## src/rtl/etapa_busqueda.sv

```systemverilog
// Instruction-fetch stage: owns the program counter, presents it to the
// external incrementer and instruction memory, and captures the fetched
// instruction into the IF/ID pipeline register. It fetches one instruction
// every two cycles: one cycle presents pc, the next adopts pc+1 from the
// registered incrementer. Stall freezes the stage. A taken branch redirects
// pc and flushes IF/ID, and it takes priority over stall.
module etapa_busqueda #(
    parameter int          PC_W     = 7,
    parameter int          INSTR_W  = 32,
    parameter int unsigned RESET_PC = 0,
    parameter int          CNT_W    = 8
) (
    input  logic               clk,
    input  logic               rst_n,
    input  logic [PC_W-1:0]    pc_inc,
    input  logic [INSTR_W-1:0] instr_in,
    input  logic               stall,
    input  logic               branch_taken,
    input  logic [PC_W-1:0]    branch_target,
    output logic [PC_W-1:0]    pc,
    output logic [INSTR_W-1:0] if_id_instr,
    output logic [PC_W-1:0]    if_id_pc,
    output logic               if_id_valid,
    output logic [CNT_W-1:0]   fetch_count
);

    // FETCH: pc is stable and the incrementer samples it on this edge.
    // WAIT_INC: the incrementer output now holds pc+1 and can be adopted.
    typedef enum logic {
        FETCH    = 1'b0,
        WAIT_INC = 1'b1
    } state_t;

    localparam logic [PC_W-1:0]  RESET_PC_V = PC_W'(RESET_PC);
    localparam logic [CNT_W-1:0] CNT_MAX    = {CNT_W{1'b1}};

    state_t             state_reg,   state_next;
    logic [PC_W-1:0]    pc_reg,      pc_next;
    logic [INSTR_W-1:0] instr_reg,   instr_next;
    logic [PC_W-1:0]    id_pc_reg,   id_pc_next;
    logic               valid_reg,   valid_next;
    logic [CNT_W-1:0]   cnt_reg,     cnt_next;

    // Register all stage state. Reset is asynchronous, so the outputs return
    // to their reset values right away and do not wait for a clock edge.
    always_ff @(posedge clk or negedge rst_n) begin
        if (!rst_n) begin
            state_reg <= FETCH;
            pc_reg    <= RESET_PC_V;
            instr_reg <= '0;
            id_pc_reg <= '0;
            valid_reg <= 1'b0;
            cnt_reg   <= '0;
        end else begin
            state_reg <= state_next;
            pc_reg    <= pc_next;
            instr_reg <= instr_next;
            id_pc_reg <= id_pc_next;
            valid_reg <= valid_next;
            cnt_reg   <= cnt_next;
        end
    end

    // Compute the next state and the next register values. Each register
    // holds by default, so a stall needs no explicit branch of its own.
    always_comb begin
        state_next = state_reg;
        pc_next    = pc_reg;
        instr_next = instr_reg;
        id_pc_next = id_pc_reg;
        valid_next = valid_reg;
        cnt_next   = cnt_reg;

        if (branch_taken) begin
            // Redirect and discard the instruction in flight. The stale
            // incrementer value is never used, because FETCH ignores pc_inc.
            pc_next    = branch_target;
            valid_next = 1'b0;
            state_next = FETCH;
        end else if (!stall) begin
            case (state_reg)
                FETCH: begin
                    instr_next = instr_in;
                    id_pc_next = pc_reg;
                    valid_next = 1'b1;
                    cnt_next   = (cnt_reg == CNT_MAX) ? cnt_reg : cnt_reg + 1'b1;
                    state_next = WAIT_INC;
                end
                WAIT_INC: begin
                    // pc_inc wraps naturally at the top of the address space.
                    pc_next    = pc_inc;
                    valid_next = 1'b0;
                    state_next = FETCH;
                end
                default: begin
                    state_next = FETCH;
                end
            endcase
        end
    end

    assign pc          = pc_reg;
    assign if_id_instr = instr_reg;
    assign if_id_pc    = id_pc_reg;
    assign if_id_valid = valid_reg;
    assign fetch_count = cnt_reg;

endmodule

```

## config.mk

```make
export PLATFORM = sky130hd
export DESIGN_NAME = etapa_busqueda
export DESIGN_NICKNAME = d
export VERILOG_FILES = /design/src/rtl/etapa_busqueda.sv
export SDC_FILE = /design/constraint.sdc
export NUM_CORES = 1
export LEC_CHECK = 0
export CORE_ASPECT_RATIO = 0.75
export CORE_UTILIZATION = 44
export DETAILED_ROUTE_END_ITERATION = 10
export PLACE_DENSITY = 0.95
export SLEW_MARGIN = 20
export SYNTH_ARGS = -nofsm -noshare
export SYNTH_HDL_FRONTEND = slang
export SYNTH_SLANG_ARGS = --single-unit
```

## constraint.sdc

```tcl
create_clock -name clk -period 4.2 [get_ports clk]
set_input_delay 1.05 -clock clk [delete_from_list [all_inputs] [get_ports clk]]
set_output_delay 1.05 -clock clk [all_outputs]
set_load 0.005 [all_outputs]
```

==> Word level (Yosys, flattened, before mapping) <==
Cells that the tools add are included.
{ "op_classes": {"n_addsub": 1, "eq_ne": 2, "mux": 6, "n_bitwise": 4, "n_reduce_logical": 4} }
{ "op_table": {"columns": ["op", "n"], "rows": [
  ["two-way mux 7 bit", 3],
  ["adder 8 x 1 -> 8 bit, second input constant", 1],
  ["== test 8 bit, second input constant", 1],
  ["NOT 1 bit", 4],
  ["AND reduction 4 bit", 1],
  ["AND reduction 3 bit", 1],
  ["two-way mux 1 bit", 2],
  ["inequality test 2 x 1 -> 1 bit, second input constant", 1],
  ["one-hot mux 1 bit (2 select lines)", 1],
  ["AND reduction 2 bit", 1],
  ["nonzero test 2 bit", 1]
]} }
{ "totals": {"regBits": 55, "inputBits": 50, "out_inout_bits": 55, "elab_cells": 22} }

==> Longest topological paths before layout <==
{ "depth": {"ltp_word": 4, "mapped_depth": 5, "ltp_nobuf": 4} }

==> Worst setup path after synthesis <==
No wires, ideal clock.
{ "synth_path": {"path_type": "input -> register", "from": "in branch_taken", "to": "reg instr_reg[10], in the netlist if_id_instr[10]", "setup_ps": 125, "t_arrival_ps": 2032, "t_required_ps": 4075, "slack_ps": 2044, "path_stages": 4, "path_buffers": 2, "path_cell_list": "buf_6 > nor3_4 > buf_6 > mux2_2"} }
{ "synth_between": {"elab_chain_cells": 2} }
{ "synth_lines": {"columns": ["element", "line_no", "rtl"], "rows": [
  ["start: declaration", "18", "input logic branch_taken,"],
  ["NOT 1 bit (no line)", null, null],
  ["AND reduction 3 bit (no line)", null, null],
  ["end signal: assignment", "57", "instr_reg <= instr_next;"],
  ["end: declaration", "39", "logic [INSTR_W-1:0] instr_reg, instr_next;"]
]} }
No other way between the ends.
A chain may end at the register's enable or synchronous reset.

==> Worst setup path in the final report <==
{ "layout_path": {"from": "in branch_taken", "to": "reg cnt_reg[1], in the netlist fetch_count[1]"} }
{ "layout_between": {"elab_chain_cells": 2} }
{ "layout_lines": {"columns": ["element", "line_no", "rtl"], "rows": [
  ["NOT 1 bit (no line)", null, null],
  ["AND reduction 4 bit (no line)", null, null],
  ["end signal: assignment", "60", "cnt_reg <= cnt_next;"],
  ["end: declaration", "42", "logic [CNT_W-1:0] cnt_reg, cnt_next;"]
]} }
No other way between the ends.

==> results.sh <==
export IMPL_hold_buffers=0
export IMPL_cts_sinks=55
export IMPL_syn_area_per_cell_sq_um=15.1
export IMPL_final_setup_tns_ns=0
export IMPL_rsz0062_at_grt="no"
export IMPL_crit_path_max_incr_delay_ns=0.74
export IMPL_r2r_cells=4
export IMPL_crit_path_top_delay_cell="clkdlybuf4s50_1"
export IMPL_synth_net_count=202
export IMPL_r2r_start="if_id_valid"
export IMPL_cts_setup_buffers=0
export IMPL_slew_headroom=0.572
export IMPL_synth_edff_count=0
export IMPL_cp_start_kind="input port"
export IMPL_viasPerCell=5.02
export IMPL_setup_worst_path_end="fetch_count[1]"
export IMPL_setup_viol=0
export IMPL_yosysWarnings=0
export IMPL_largest_register_ffs=32
export IMPL_fin_skew_ns=0.0108
export IMPL_die_area_sq_um=5470
export IMPL_die_y_um=64.3
export IMPL_finalHoldViolations=0
export IMPL_async_reset_ff_frac=1.00
export IMPL_grt_pass1_vias=1666
export IMPL_grt_total_usage=0.196
export IMPL_start_util=0.462
export IMPL_core_sq_um=4930
export IMPL_fin_crit_sh=0.705
export IMPL_yosysSeqAreaShare=0.605
export IMPL_yosysTopAreaCellShare=0.605
export IMPL_crit_path_cell_trace="clkdlybuf4s50_1 -> nor3_4 -> buf_4 -> o21ai_2 -> mux2_1"
export IMPL_drcViolationCount=0
export IMPL_syn_area_sq_um=2280
export IMPL_io_pins=105
export IMPL_htree_num_levels=2
export IMPL_ys_seq_elements=55
export IMPL_grt_overflow_total=0
export IMPL_r2r_slack_ns=2.39
export IMPL_post_cts_resized=0
export IMPL_cp_required_ns=4.40
export IMPL_path_buf_inv=2
export IMPL_max_cap_violations=0
export IMPL_clk_latency_ns=0.31
export IMPL_post_route_min_period_ns=2.96
export IMPL_drv_slew=0
export IMPL_dp_cells=310
export IMPL_holdWs_ns=0.493
export IMPL_syn_to_final_growth_pct=50.6
export IMPL_status="finished, final reports clean"
export IMPL_stdcell_count=318
export IMPL_clkTransAtPathRegs_ns=0.10
export IMPL_ctsRootBufferMaster="clkbuf_8"
export IMPL_synth_cell_type_count=31
export IMPL_clock_path_buffers=2
export IMPL_cp_depth=5
export IMPL_syn_inst=151
export IMPL_drt_iter0_drc=75
export IMPL_gp_congestion=0.758
export IMPL_critical_path_startpoint="branch_taken"
export IMPL_hp_class="reg2reg"
export IMPL_cellLeakagePower_nw=1.45
export IMPL_yosys_area_top_type="dfrtp_1"
export IMPL_drive_above_1_share=0.124
export IMPL_final_cell_mix="clkdlybuf4s50_1 (103), dfrtp_1 (55), mux2_1 (24)"
export IMPL_synth_area_leaders="dfrtp_1 (60%), mux2_1 (12%), mux2_2 (7.9%)"
export IMPL_fmax_mhz=338
export IMPL_io_buffers=104
export IMPL_grt_pass1_wl_mm=8.07
export IMPL_cts_buffers_inserted=5
export IMPL_antenna_left=0
export IMPL_rows=22
export IMPL_crit_type="in2reg"
export IMPL_antenna_found_initial=0
export IMPL_grt_max_degree=41
export IMPL_dp_hpwl_mm=3.67
export IMPL_wl_mm=4.95
export IMPL_vias=1596
export IMPL_die_x_um=85.0
export IMPL_cts_tree="done"
export IMPL_cp_top_family="buffers and inverters"
export IMPL_tightest_slew_ns=0.640
export IMPL_nNetsFinal=308
export IMPL_utilization=0.696
export IMPL_powerDensity_nw_per_um2=434
export IMPL_ir_worst_vdd_mv=0.274
export IMPL_critPathMaxFanout=40
export IMPL_cp_end_kind="register"
export IMPL_final_common_cell="clkdlybuf4s50_1"
export IMPL_timing_rr_end="fetch_count[1]"
export IMPL_routedWlPerCell_um=15.6
export IMPL_cp_arrival_ns=3.16
export IMPL_diodes=0
export IMPL_drt_pass1_iterations=4
export IMPL_synthFlopType="dfrtp_1"
## metrics by stage
step                      instance area, sq um  total power [mW]  setup slack [ns]
after floorplan                           2280             0.878              2.04
after global routing                      3430              1.57              1.05
after detailed placement                  3340              1.20             0.876
after global placement                    3340              1.18             0.960
final                                     3430              1.49              1.24
after CTS                                 3430              1.50              1.21
## where the power goes
group | switching (mW) | leakage (nW) | internal [mW] | total, mW
sequential | 0.0935 | 0.662 | 0.642 | 0.736
combinational | 0.135 | 0.741 | 0.317 | 0.453
clock | 0.178 | 0.0485 | 0.120 | 0.298
total | 0.407 | 1.45 | 1.08 | 1.49
## layout make-up
type	instances	area (sq um)
multi-input cells	88	831
clock inverters	3	22.5
fillers	355	1500
inverters	1	3.75
repair buffers	106	1050
well taps	60	75.1
flip-flops and latches	55	1380
clock buffers	5	68.8
## kinds of logic (layout without fill, tap and decap cells)
kind of cell,Yosys count,after routing,share of synthesized area
compound gates,16,16,0.0533
simple gates,19,19,0.0583
mux,47,47,0.229
buf+inv,8,115,0.0302
fa+ha+maj,1,1,0.00550
flops,55,55,0.605
xor+xnor,5,5,0.0192
## synthesized netlist by cell type (2+ instances only)
library cell	n
buf_6	5
mux2_1	24
and3_1	2
nand2_1	7
o21a_1	2
xnor2_1	4
o21ai_0	7
nand3_1	2
mux2i_1	7
dfrtp_1	55
mux2_2	16
## worst min-delay path by stage
stage	cells after the start	start	slack (ns)	end
finish	1	if_id_instr[26]	0.49	if_id_instr[26]
global placement	1	if_id_instr[3]	0.47	if_id_instr[3]
floorplan	1	if_id_instr[0]	0.48	if_id_instr[0]
detailed placement	1	if_id_instr[26]	0.48	if_id_instr[26]
CTS	1	if_id_instr[26]	0.50	if_id_instr[26]
global route	1	if_id_instr[26]	0.51	if_id_instr[26]
## per-layer routing
metal | vias up | share of wire | GRT usage
met4 | 0 | 0.0059 | 0.0445
met2 | 59 | 0.50 | 0.331
li1 | 750 | - | -
met3 | 4 | 0.066 | 0.0659
met5 | - | 0 | 0
met1 | 783 | 0.43 | 0.245
Note: power is estimated with default switching activity, not from simulation.
